==> config.mk <==
export PLATFORM = sky130hd
export DESIGN_NAME = instr_fetch
export DESIGN_NICKNAME = d
export VERILOG_FILES = /design/src/rtl/instr_fetch.sv
export SDC_FILE = /design/constraint.sdc
export NUM_CORES = 1
export LEC_CHECK = 0
export CORE_MARGIN = 3
export CORE_UTILIZATION = 60
export DETAILED_ROUTE_END_ITERATION = 6
export DONT_BUFFER_PORTS = 1
export PLACE_DENSITY = 0.72
export SYNTH_ARGS = -nofsm -noshare
export SYNTH_HDL_FRONTEND = slang
export SYNTH_SLANG_ARGS = --single-unit
==> constraint.sdc <==
create_clock -name clk -period 4.31 [get_ports clk]
set_input_delay 0.862 -clock clk [delete_from_list [all_inputs] [get_ports clk]]
set_output_delay 0.862 -clock clk [all_outputs]
set_load 0.05 [all_outputs]
==> src/rtl/instr_fetch.sv <==
// Fetch stage: owns the PC, reads instruction memory combinationally and
// queues {pc, instr} pairs in a small in-order FIFO toward decode.
module instr_fetch #(
   parameter int                ADDR_W   = 7,
   parameter logic [ADDR_W-1:0] RESET_PC = '0,
   parameter int                QDEPTH   = 2
) (
   input  logic              clk,
   input  logic              rst_n,
   input  logic              fetch_en,
   output logic [ADDR_W-1:0] r_addr_imem,
   input  logic [31:0]       r_data_imem,
   output logic              if_valid,
   output logic [31:0]       if_instr,
   output logic [ADDR_W-1:0] if_pc,
   input  logic              id_ready,
   input  logic              redirect_valid,
   input  logic [ADDR_W-1:0] redirect_pc
);

   localparam int PTR_W = $clog2(QDEPTH);
   localparam int CNT_W = PTR_W + 1;
   localparam logic [ADDR_W-1:0] WORD_MASK = ~ADDR_W'(3);

   typedef struct packed {
      logic [ADDR_W-1:0] pc;
      logic [31:0]       instr;
   } fq_entry_t;

   logic [ADDR_W-1:0] fetch_pc;
   logic [ADDR_W-1:0] redirect_tgt;
   logic [PTR_W-1:0]  rd_ptr;
   logic [PTR_W-1:0]  wr_ptr;
   logic [CNT_W-1:0]  count;
   fq_entry_t         fq_mem [QDEPTH];
   fq_entry_t         head;
   logic              not_full;
   logic              pop;
   logic              push;

   assign r_addr_imem  = fetch_pc;
   assign redirect_tgt = redirect_pc & WORD_MASK;
   assign not_full     = (count < CNT_W'(QDEPTH));
   assign if_valid     = (count != '0);
   assign pop          = if_valid & id_ready;
   // A full queue can still accept a word when the head leaves the same cycle.
   assign push         = fetch_en & ~redirect_valid & (not_full | pop);

   // Empty queue drives zeros so decode never sees stale entries.
   assign head     = fq_mem[rd_ptr];
   assign if_instr = if_valid ? head.instr : '0;
   assign if_pc    = if_valid ? head.pc    : '0;

   always_ff @(posedge clk) begin
      if (push) fq_mem[wr_ptr] <= {fetch_pc, r_data_imem};
   end

   always_ff @(posedge clk or negedge rst_n) begin
      if (!rst_n) begin
         fetch_pc <= RESET_PC & WORD_MASK;
         rd_ptr   <= '0;
         wr_ptr   <= '0;
         count    <= '0;
      end else if (redirect_valid) begin
         // Flush: any pop this cycle has already been taken by decode.
         fetch_pc <= redirect_tgt;
         rd_ptr   <= '0;
         wr_ptr   <= '0;
         count    <= '0;
      end else begin
         if (push) begin
            fetch_pc <= fetch_pc + ADDR_W'(4);
            wr_ptr   <= wr_ptr + PTR_W'(1);
         end
         if (pop) rd_ptr <= rd_ptr + PTR_W'(1);
         case ({push, pop})
            2'b10:   count <= count + CNT_W'(1);
            2'b01:   count <= count - CNT_W'(1);
            default: count <= count;
         endcase
      end
   end

endmodule

# == Yosys cells after proc, flatten, opt, wreduce, memory -nomap -nowiden ==
# Memories as Yosys holds them, arrays and structs flattened.
# Index checks and enable logic that the tools add are counted.
# totals
ff_bits,11
mem_count,1
inputBits,44
elab_cells,34
ram_bits,78
output_inout_bits,47
# classes
reduce_logical,4
mux,12
eq_ne,2
n_lt_le_gt_ge,1
n_addsub,5
n_bitwise,5
# mem_list
name,depth,width,read_ports,rd_clocked_by_memory_dff,write_ports,line,text
fq_mem,2,39,1,0,1,35,fq_entry_t fq_mem [QDEPTH];
# ops
operator,n
$mux W32,1
$mux W7,3
$add A7 B3 Y7 const B,1
$mux W1,6
$reduce_bool A2 Y1,3
$pmux W2 S2,1
$and A1 B1 Y1,3
$reduce_bool A3 Y1,1
$add A1 B1 Y1 const B,2
$add A2 B1 Y2 const B,1
$eq A2 B1 Y1 const B,1
$eq A2 B2 Y1 const B,1
$lt A2 B2 Y1 const B,1
$mux W2,1
$sub A2 B1 Y2 const B,1
$not A1 Y1,1
$or A1 B1 Y1,1

# == Depth between registers and ports, before layout ==
# logic_depth
word_depth,7
depth_mapped,4

# == Worst setup path before layout ==
# Ideal clock, no wire load.
# synth_path
path_type,input -> register
from,in redirect_valid
to,"mem fq_mem[1][0] (netlist bit), enable pin"
path_stages,2
path_buffers,1
required_ps,3825
setup_ps,485
slack_ps,16
arrival_ps,3808
path_cell_list,clkbuf_1 nor3b_1
# synth_via
elab_chain_cells,5
# synth_rtl
element,line,text
start: declaration,17,"input logic redirect_valid,"
$not A1 Y1,47,assign push = fetch_en & ~redirect_valid & (not_full | pop);
$and A1 B1 Y1 (2 in series),47,
$mux W1,55,"if (push) fq_mem[wr_ptr] <= {fetch_pc, r_data_imem};"
$mux W1 (not written as such),55,
end: declaration,35,
# No other way between the ends.

# == Worst setup path after layout ==
# layout_path
from,reg rd_ptr
to,out if_instr[24]
# layout_via
elab_chain_cells,2
# layout_rtl
element,line,text
start: declaration,32,logic [PTR_W-1:0] rd_ptr;
start signal: assignment,75,if (pop) rd_ptr <= rd_ptr + PTR_W'(1);
$mem_v2 Z2 W39,n/a,
$mux W32,51,assign if_instr = if_valid ? head.instr : '0;
end: declaration,14,"output logic [31:0] if_instr,"
# No other way between the ends.

==> flow_results.org <==
** Clocking
- Master cell of the clock root buffer :: clkbuf_8
- Sink Count :: 83
- TritonCTS created 9 clock buffers.
- Resize count post-CTS :: 0
- Clock tree from TritonCTS :: built
- After clock tree synthesis, the clock-pin slew on the worst setup and hold paths is 0.08 ns.
- H-tree lvl count :: 3
- After clock tree synthesis, the setup repair step added 0 buffers.
- In this run, post-CTS hold repair placed 0 buffers.
- Clock insertion delay at the later pin of the skew report :: 0.32 ns
- In this run the deepest clock path goes through 2 buffers.

** Timing
- Setup repair after global routing left no endpoint under its margin.
- The worst pin sits at a relative slew slack of 26.6%.
- Worst-margin pin slew :: 1.10 ns
- Final TNS setup :: 0 ns
- Derived from the worst setup path, the maximum achievable clock frequency is 0.306 GHz.
- Count of endpoints failing hold in the final timing report :: 0
- Setup violators final :: 0
- Final period demand of the worst path :: 3.27 ns
- Clock skew on the completed layout was measured at 0.00779 ns.
- In the finished design, the share of the clock period the worst path needs comes to 75.8%.
- Final Max Tran Viols :: 0

** Global route
- Number of antenna violations at the first check in global routing :: 0
- Maximum number of pins on one net before global-route repair :: 39
- Global routing usage summed across all routing layers :: 17.4%
- Total global routing overflow :: 0
- The via count of the first global-routing pass came to 1,726.
- The first global-routing pass estimated 8260 microns of wire.

** Worst setup path
- STA puts the critical path data required time at 3.45 ns.
- Of all nets on the critical path, the largest fanout is 38.
- STA classifies the critical path endpoint as a primary output.
- STA puts the critical path data arrival time at 2.40 ns.
- Crit Path Class :: reg -> out
- Kind of start point of the critical path :: flop

** Pwr
- Summed over all nets, the switching power comes to 461 uW.
- In this run the power density over the cells is 456 nW/um^2.
- Cell leakage power :: 0.00117 uW
- Clk pwr share :: 27.2%
- Seq pwr share :: 59.5%
- Comb pwr share :: 13.3%
- Internal power comes to 1160 uW.
- Of the total power, the share spent switching nets is 28.4%.
- IR analysis of the VDD net gives a maximum drop of 0.271 mV.

** Floorplan
- Die boundary height :: 80.6 microns
- In this run the standard cell core region covers 5240 sq um.
- DIE WIDTH :: 80.6 microns
- Row Count :: 26
- Initial core utilization :: 63.7%
- 91 I/O pins were placed.
- Area enclosed by the die boundary :: 6490 sq um

** Worst hold path
- The path class of the tightest hold or removal check is in -> async.

** Detailed routing
- Vias :: 1,743
- DRC violations left :: 0
- Remaining antenna violation count after routing :: 0
- Wire per inst :: 17.7 microns
- For this block, the routed nets add up to 5340 microns of wire.
- Iteration-0 DRC count of the detailed router :: 68
- Ratio of routed vias to standard cells :: 5.77
- Length of the first detailed-routing pass in iterations :: 4

** Outcome
- The flow ran to the end, and the final reports show no timing, DRC or antenna violations.

** Cells and area
- The finished layout holds 302 standard cells, fillers aside.
- In the final layout, the share of cells above drive strength 1 is 10.8%.
- Ant diodes :: 0
- Area grow syn2layout :: 6.90%
- The net count of the finished layout is 272.

** Placed design
- Final HPWL DP :: 3710 microns
- Counting tap cells, the placed design contains a total of 286 instances.
- Input and output buffers added on the ports amount to 0.
- Final Wtd Congestion :: 0.774

** Logic synthesis
- After synthesis, flip-flops and latches occupy 73.4% of the total area.
- Yosys mapped a number of flops with a built-in enable equal to 74.
- The mapped netlist covers 3340 sq um.
- Yosys attributes the largest share of cell area to edfxtp_1 (67%), mux2i_1 (11%), dfrtp_1 (6.8%).
- Post-synth top cells :: edfxtp_1 (74), nor2_1 (43), mux2i_1 (37)
- For this run, asynchronously set or reset flops after synthesis account for 10.8%.
- Most used flip-flop cell after synthesis :: edfxtp_1
- Number of register bits inferred by synthesis :: 83
- Yosys instantiated no cell more often than edfxtp_1.
- Post-synthesis area per instance :: 15.0 sq um
- The biggest area contributor in the post-synthesis netlist is edfxtp_1.
- Count of synthesis-stage warnings from yosys :: 0
- Yosys mapped the design onto 34 distinct sky130hd cell types.
- Synth Instances :: 222
- After synthesis, the largest area contributor takes up 66.6% of total cell area.

** Flow run
- The tool flagged a number of max-cap violations equal to 0.
==> path summary, 6_finish.rpt <==
| kind | startpoint | to | slack (ns) | cells after the start |
|---|---|---|---|---|
| setup reg to reg | r_addr_imem[2] | r_addr_imem[6] | 2.47 | 4 |
| hold / removal | rst_n | r_addr_imem[4] | 0.22 | 0 |
| max in group asynchronous | rst_n | rd_ptr | 4.00 | 0 |
| setup / recovery | rd_ptr | if_instr[24] | 1.04 | 2 |
| hold reg to reg | wr_ptr | wr_ptr | 0.59 | 2 |
| min in group clk | wr_ptr | wr_ptr | 0.59 | 2 |
==> per-layer routing <==
metal | wire (microns) | share of wire (%) | vias to the layer above | track usage, %
li1 | - | - | 812 | -
met1 | 1940 | 36 | 856 | 18.2
met2 | 2880 | 54 | 69 | 31.9
met3 | 454 | 8.5 | 6 | 5.38
met4 | 67 | 1.3 | 0 | 7.60
met5 | 0 | 0 | - | 0
==> power groups by stage <==
stage	Sequential (uW)	Clock, uW	Combinational, uW
after CTS	968	453	218
after global placement	982	0	213
after floorplan	965	0	212
after global routing	972	484	230
after detailed placement	986	0	218
final	967	442	215
==> per-stage QoR <==
| step | setup WS [ns] | utilization (%) | cell area (sq um) | hold slack, ns | power, uW |
|---|---|---|---|---|---|
| final | 1.04 | 68.1 | 3570 | 0.224 | 1620 |
| after global routing | 0.929 | 68.1 | 3570 | 0.195 | 1690 |
| after CTS | 0.985 | 68.1 | 3570 | 0.210 | 1640 |
| after detailed placement | 1.35 | 65.0 | 3410 | 0.567 | 1200 |
| after global placement | 1.43 | 65.0 | 3410 | 0.565 | 1200 |
| after floorplan | 0.0164 | - | 3350 | 0.536 | 1180 |
==> placed cells by master (no fill, tap or decap), types with 2 or more instances in the layout <==
cell type   instances
a21oi_1             3
a31oi_1             4
buf_4               5
clkbuf_8            9
clkinv_1            3
clkinv_2            2
clkinvlp_4          2
conb_1              4
dfrtp_1             8
edfxtp_1           74
inv_1               2
mux2i_1            37
nand2_1             5
nand3_1             3
nor2_1             42
o21ai_0             6
or2b_1              2
or3_1               3
==> state kept, by name, summed over array words and instances (netlist names) <==
name / flops
wr_ptr: 1
rd_ptr: 1
r_addr_imem: 5
fq_mem: 74
count: 2
==> final cells by class <==
class	count	area, sq um
Timing Repair Buffer	5	37.5
Sequential cell	83	2450
Multi-Input combinational cell	125	821
Clock buffer	10	128
Clock inverter	6	32.5
Tap cell	70	87.6
Fill cell	393	1670
Inverter	3	11.3
==> critical path: stages (launching register included) <==
cell,delay (ns)
dfrtp_2,1.10
mux2i_1,0.22
nor2_1,0.74
==> logic make-up (layout without fill, tap and decap cells) <==
kind of cell	after synthesis	in the layout	synth area share [%]
AND/OR/NAND/NOR	65	65	8.96
other	1	4	0.112
XOR/XNOR	1	1	0.263
buffers and inverters	17	24	2.74
adder cells (fa/ha/maj)	1	1	0.375
AO/OA/AOI/OAI	17	17	3.08
flip-flops	83	83	73.4
multiplexers	37	37	11.1
Power figures use the tool's default switching activity.
